**src/rtl/timebase_gen.sv**
```systemverilog
// System timebase: prescaler plus six decade counters that produce registered
// square-wave strobes, single-cycle ticks and a 16-bit running seconds count.
module timebase_gen #(
  parameter int unsigned CLK_FREQ_HZ = 50_000_000
) (
  input  logic        CLK,
  input  logic        RESET_N,
  input  logic        EN,
  input  logic        SYNC,
  output logic        CLK_1MHz,
  output logic        CLK_100kHz,
  output logic        CLK_10Hz,
  output logic        CLK_1Hz,
  output logic        TICK_1MHz,
  output logic        TICK_100kHz,
  output logic        TICK_10Hz,
  output logic        TICK_1Hz,
  output logic [15:0] SEC_CNT
);

  localparam int unsigned DIV = CLK_FREQ_HZ / 1_000_000;
  localparam int unsigned PW  = (DIV > 2) ? $clog2(DIV) : 1;
  localparam logic [PW-1:0] PRE_LAST = PW'(DIV - 1);
  localparam logic [PW-1:0] PRE_HALF = PW'(DIV / 2);

  logic [PW-1:0]    pre, pre_nx;
  // dig[0] is S1 (100 kHz) ... dig[5] is S6 (1 Hz)
  logic [5:0][3:0]  dig, dig_nx;
  logic [6:0]       carry;
  logic [6:0]       tick_nx;

  // Carries come from the current state so a dropped EN never loses a carry;
  // registered ticks/strobes come from the next state so they match it exactly.
  always_comb begin
    pre_nx   = pre;
    dig_nx   = dig;
    carry    = '0;
    tick_nx  = '0;
    carry[0] = EN & ~SYNC & (pre == PRE_LAST);
    for (int unsigned k = 0; k < 6; k++)
      carry[k+1] = carry[k] & (dig[k] == 4'd9);
    if (EN)
      pre_nx = (pre == PRE_LAST) ? '0 : pre + 1'b1;
    for (int unsigned k = 0; k < 6; k++)
      if (carry[k])
        dig_nx[k] = (dig[k] == 4'd9) ? '0 : dig[k] + 4'd1;
    tick_nx[0] = (pre_nx == PRE_LAST);
    for (int unsigned k = 0; k < 6; k++)
      tick_nx[k+1] = tick_nx[k] & (dig_nx[k] == 4'd9);
  end

  always_ff @(posedge CLK or negedge RESET_N) begin
    if (!RESET_N) begin
      pre         <= '0;
      dig         <= '0;
      SEC_CNT     <= '0;
      CLK_1MHz    <= 1'b1;
      CLK_100kHz  <= 1'b1;
      CLK_10Hz    <= 1'b1;
      CLK_1Hz     <= 1'b1;
      TICK_1MHz   <= 1'b0;
      TICK_100kHz <= 1'b0;
      TICK_10Hz   <= 1'b0;
      TICK_1Hz    <= 1'b0;
    end else if (SYNC) begin
      pre         <= '0;
      dig         <= '0;
      SEC_CNT     <= '0;
      CLK_1MHz    <= 1'b1;
      CLK_100kHz  <= 1'b1;
      CLK_10Hz    <= 1'b1;
      CLK_1Hz     <= 1'b1;
      TICK_1MHz   <= 1'b0;
      TICK_100kHz <= 1'b0;
      TICK_10Hz   <= 1'b0;
      TICK_1Hz    <= 1'b0;
    end else if (EN) begin
      pre         <= pre_nx;
      dig         <= dig_nx;
      SEC_CNT     <= SEC_CNT + 16'(carry[6]);
      CLK_1MHz    <= (pre_nx < PRE_HALF);
      CLK_100kHz  <= (dig_nx[0] < 4'd5);
      CLK_10Hz    <= (dig_nx[4] < 4'd5);
      CLK_1Hz     <= (dig_nx[5] < 4'd5);
      TICK_1MHz   <= tick_nx[0];
      TICK_100kHz <= tick_nx[1];
      TICK_10Hz   <= tick_nx[5];
      TICK_1Hz    <= tick_nx[6];
    end else begin
      TICK_1MHz   <= 1'b0;
      TICK_100kHz <= 1'b0;
      TICK_10Hz   <= 1'b0;
      TICK_1Hz    <= 1'b0;
    end
  end

endmodule

```
**config.mk**
```make
export PLATFORM = sky130hd
export DESIGN_NAME = timebase_gen
export DESIGN_NICKNAME = d
export VERILOG_FILES = /design/src/rtl/timebase_gen.sv
export SDC_FILE = /design/constraint.sdc
export NUM_CORES = 1
export LEC_CHECK = 0
export ABC_AREA = 1
export BUFFER_PORTS_ARGS = -buffer_cell sky130_fd_sc_hd__buf_4
export CORE_AREA = 2 2 80 82
export CTS_CLUSTER_DIAMETER = 60
export DETAILED_ROUTE_END_ITERATION = 7
export DIE_AREA = 0 0 82 84
export GPL_TIMING_DRIVEN = 0
export PLACE_DENSITY = 0.72
export SLEW_MARGIN = 10
export SYNTH_ARGS = -nofsm -noshare
export SYNTH_HDL_FRONTEND = slang
export SYNTH_SLANG_ARGS = --single-unit
```
**constraint.sdc**
```tcl
create_clock -name CLK -period 5.6 [get_ports CLK]
set_input_delay 0.56 -clock CLK [delete_from_list [all_inputs] [get_ports CLK]]
set_output_delay 0.56 -clock CLK [all_outputs]
set_load 0.05 [all_outputs]
```
# Word-level counts from Yosys, hierarchy flattened
# Cells that the tools add are included.
# classes
addsub,8
n_lt_le_gt_ge,4
eq_ne,14
muxes,36
bitwise,15
n_reduce_logical,1
# ops
cell,count
$eq A4 B4 Y1 const B,12
$mux W24,2
$mux W4,12
$mux W16,2
$add A4 B1 Y4 const B,6
$mux W6,4
$add A16 B1 Y16,1
$mux W1,16
$and A1 B1 Y1,14
$eq A6 B6 Y1 const B,2
$lt A4 B3 Y1 const B,3
$add A6 B1 Y6 const B,1
$lt A6 B5 Y1 const B,1
$reduce_bool A2 Y1,1
$not A1 Y1,1
# totals
regBits,54
inputBits,4
out_inout_bits,24
elab_cells,94

# Longest topological paths before layout
# logic_depth
depth_word,13
ltp_mapped,21
ltp_nobuf,21

# Least setup slack after synthesis
# Ideal clock, no wire load.
# synth_path
kind,in2reg
from,input SYNC
to,register SEC_CNT[15]
setup_time_ns,0.119
arrival_ns,2.754
required_time_ns,5.481
slack_ns,2.727
cell_stages,19
n_path_buf,1
cell_sequence,buf_2 nor2_8 nand3_4 nor2_8 nand4_4 nor2_1 ha_1 and3_1 nand2_1 nor2_2 nand2_1 nor2_2 nand2_1 nor2_1 nand3_1 nor2_2 nand2_1 nand2_1 nor2_1
# synth_between
elab_chain_len,12
elab_cells_between_ends,13
classes_between,add/sub (1); mux (2); bitwise (9); reduce/logical (1)
# synth_lines
item,line,source
from (decl),9,"input logic SYNC,"
$not A1 Y1,39,carry[0] = EN & ~SYNC & (pre == PRE_LAST);
$and A1 B1 Y1 (2 in a row),39,
$and A1 B1 Y1 (6 in a row),41,carry[k+1] = carry[k] & (dig[k] == 4'd9);
$add A16 B1 Y16,80,SEC_CNT <= SEC_CNT + 16'(carry[6]);
$mux W16,77,end else if (EN) begin
$mux W16,65,end else if (SYNC) begin
to (signal assigned),80,
to (decl),18,output logic [15:0] SEC_CNT
# Several ways; a longest one is shown, not always the timed one. The select of a mux whose other input is x is not followed.
# A chain may end at the register's enable or synchronous reset.

# Final worst setup path
# layout_path
from,register dig[17] (netlist name)
to,register SEC_CNT[15]
# layout_between
elab_chain_len,6
# layout_lines
item,line,source
from (decl),28,"logic [5:0][3:0] dig, dig_nx;"
from (signal assigned),79,dig <= dig_nx;
$eq A4 B4 Y1,41,
$and A1 B1 Y1 (2 in a row),41,
$add A16 B1 Y16,80,
$mux W16,77,
$mux W16,65,
# No other way between the ends. The select of a mux whose other input is x is not followed.

==> metrics.md <==
| Metric | Value |
|---|---|
| Share of post-route cells with drive strength above 1 | 15.8% |
| Crit share post-route | 58.0% |
| Input/output buffers | 25 |
| Fin. Hold Viols | 0 |
| Clock Pin Slew Worst Setup and Hold Paths | 0.10 ns |
| Worst Path Buf+Inv | 1 |
| Routed WL | 6.83 mm |
| Outcome | finished clean |
| Worst EP arrival | 3.45 ns |
| FP Rows | 29 |
| Tmin final | 3.25 ns |
| Actual slew at the worst max-slew pin | 0.735 ns |
| Data required, critical path | 5.81 ns |
| Sum of negative setup slack | 0 ns |
| Cts repair resizes | 0 |
| IO Count | 28 |
| Pre-CTS WS | 2.28 ns |
| First-pass GRT wire length | 11.6 mm |
| Post-synth EDFFs | 0 |
| Worst vdd ir | 0.0985 mV |
| Maxcap violations | 0 |
| Max stage delay cell, worst path | nor2_1 |
| Final setup skew | 0.0104 ns |
| H-Tree Depth | 2 |
| CTS sink cnt | 54 |
| Worst-skew pair later-pin latency | 0.31 ns |
| DR WL/cell | 12.8 um |
| CP max FO | 9 |
| Pin count of the biggest net entering global routing | 55 |
| Initial Util | 53.4% |
| Reg2Reg Setup Slack | 2.35 ns |
| Crit start category | register |
| Relative slew slack | 50.8% |
| Most numerous cell on the critical path | nand2_1 |
| Number of buffers added for setup after CTS | 0 |
| Critical R2R Launch | dig[17] |
| # hold bufs at CTS | 0 |
| Final setup fails | 0 |
| Critical Path, Cell by Cell | inv_1, ha_1, nand2_1, nor2_1, nand4_4, nor2_1, ha_1, and3_1, nand2_1, nor2_2, nand2_1, nor2_2, nand2_1, nor2_1, nand3_1, nor2_2, nand2_1, nand2_1, nor2_1 |
| GP Congestion | 0.856 |
| Core area | 0.00610 mm2 |
| Post-DP Area | 0.00354 mm2 |
| CTS tree | yes |
| Crit end category | register |
| Static Leak | 1.81 nW |
| RR Endpoint | SEC_CNT[15] |
| Max Freq | 0.308 GHz |
| Power per cell area | 179 mW/mm2 |
| Final worst slack | 2.35 ns |
| Sequential area share after synthesis | 41.7% |
| Die area | 0.00689 mm2 |
| Vias in the first global route | 2651 |
| Initial DRT Pass Iterations | 4 |
| Diodes inserted | 0 |
| Total Routing Usage GR | 21.6% |
| DR iter-0 viols | 161 |
| DP HPWL | 4.96 mm |
| Finished layout cell area | 0.00363 mm2 |
| Post-synth ARST share | 100% |
| Grt ovf | 0 |
| Fin. max-slew vios | 0 |
| Yosys reg bits | 54 |
| Initial antenna violation count | 0 |
| Post-synth cell types | 37 |
| Synthesis-to-finish area growth | 11.5% |
| Hold crit path type | in2async |
| Vias | 2829 |
| Reg2Reg Depth | 19 |
| Commonest non-fill, non-tap cell in the layout | nand2_1 |
| Fillers | 557 |
| Number of vias per cell | 5.32 |
| Mapped cell area | 0.00325 mm2 |
| Die Width | 82 um |
| Clock Tree Root | clkbuf_8 |
| Nets | 468 |
| RSZ-0062 raised after global routing | false |
| Mapped Cells | 422 |
| Top_reg_cell synth | dfrtp_1 |
| DRC | 0 |
| Max Root-Sink Buffers | 2 |
| CTS buffer count | 5 |
| Post-route ant nets | 0 |
| Chip Height | 84 um |
| Mean post-synth cell area | 7.71 um2 |
| Syn Nets | 436 |
| Hold_ws | 0.281 ns |
| CP peak stage delay | 0.57 ns |
| WS Path Type | reg2reg |
| CP top delay family | simple AND/OR/NAND/NOR gates |
| Leading cell types in the layout, fill and taps excluded | 100 x nand2_1, 68 x nor2_1, 50 x dfrtp_1, 44 x inv_1, 32 x nand3_1 |
| Synth warnings | 0 |
## cell families after synthesis
logic type,share of synthesized area (%)
AND/OR/NAND/NOR,36.9
buffers and inverters,6.92
AO/OA/AOI/OAI,8.46
adder cells (fa/ha/maj),3.84
flip-flops,41.7
XOR/XNOR,2.15
## through the flow
stage / power [mW] / std cells / util [%]
2_1_floorplan: 0.419 / 422 / -
3_3_place_gp: 0.434 / 524 / 58.0
3_5_place_dp: 0.434 / 524 / 58.0
4_1_cts: 0.659 / 532 / 59.5
5_1_grt: 0.678 / 532 / 59.5
6_report: 0.650 / 532 / 59.5
## worst reg2reg max path: cells and delay by family, from the launching register on
| kind | cells | cell delay [ns] |
|---|---|---|
| adders and majority gates | 2 | 0.35 |
| buffers and inverters | 1 | 0.09 |
| DFF | 1 | 0.41 |
| and+or+nand+nor | 16 | 2.29 |
## power breakdown
group	internal, mW	switching (mW)	total [mW]
clock	0.100	0.125	0.225
sequential	0.391	0.00162	0.393
combinational	0.00730	0.0254	0.0327
total	0.499	0.152	0.650
## cells in the mapped netlist (2+ instances only)
cell type	count	area share (%)
nand2_1	100	12
o22ai_1	3	0.58
o21ai_2	2	0.54
ha_1	10	3.8
nor2_8	4	2.5
nand4_1	11	2.1
nand3_2	3	0.92
xor2_1	7	1.9
clkbuf_1	4	0.46
nor2_4	3	1.0
inv_2	5	0.58
inv_1	44	5.1
nand3_4	4	2.2
o21ai_0	19	2.9
nand3_1	32	4.9
nor2_2	5	0.96
a21oi_1	19	2.9
nor2_1	68	7.8
dfrtp_1	50	38
or2_2	2	0.38
a31oi_1	4	0.77
o21ai_1	3	0.46
nor3_1	2	0.31
dfstp_2	4	3.2
nor3_2	2	0.62
## metal layers
layer / vias up / global-route usage [%] / part of all wire, %
li1: 1425 / - / -
met1: 1337 / 28.3 / 45
met2: 50 / 35.1 / 49
met3: 17 / 3.90 / 3.3
met4: 0 / 7.88 / 2.4
met5: - / 0 / 0
## how the worst max path moves through the flow
stage	from	end	slack, ns	depth (start not counted)
3_3_place_gp	SYNC	SEC_CNT[15]	2.32	19
6_report	dig[17]	SEC_CNT[15]	2.35	19
4_1_cts	dig[17]	SEC_CNT[15]	2.37	19
2_1_floorplan	SYNC	SEC_CNT[15]	2.73	19
5_1_grt	dig[17]	SEC_CNT[14]	1.96	18
3_5_place_dp	SYNC	SEC_CNT[15]	2.28	19
## flip-flops by register name, summed over array words and instances, names as in the netlist
signal / count
CLK_10Hz: 1
pre: 6
SEC_CNT: 16
CLK_1MHz: 1
TICK_1MHz: 1
CLK_1Hz: 1
TICK_1Hz: 1
TICK_100kHz: 1
TICK_10Hz: 1
dig: 24
CLK_100kHz: 1
## final cells by class
| cell class | count | area (um2) | area share, % |
|---|---|---|---|
| plain buffers | 6 | 31.3 | 0.862 |
| repair buffers | 25 | 188 | 5.17 |
| clock buffers | 7 | 86.3 | 2.38 |
| flip-flops and latches | 54 | 1360 | 37.4 |
| multi-input cells | 311 | 1670 | 46.1 |
| inverters | 51 | 194 | 5.34 |
| well taps | 77 | 96.3 | 2.65 |
| clock inverters | 1 | 5.00 | 0.138 |
Note: power is estimated with default switching activity, not from simulation.
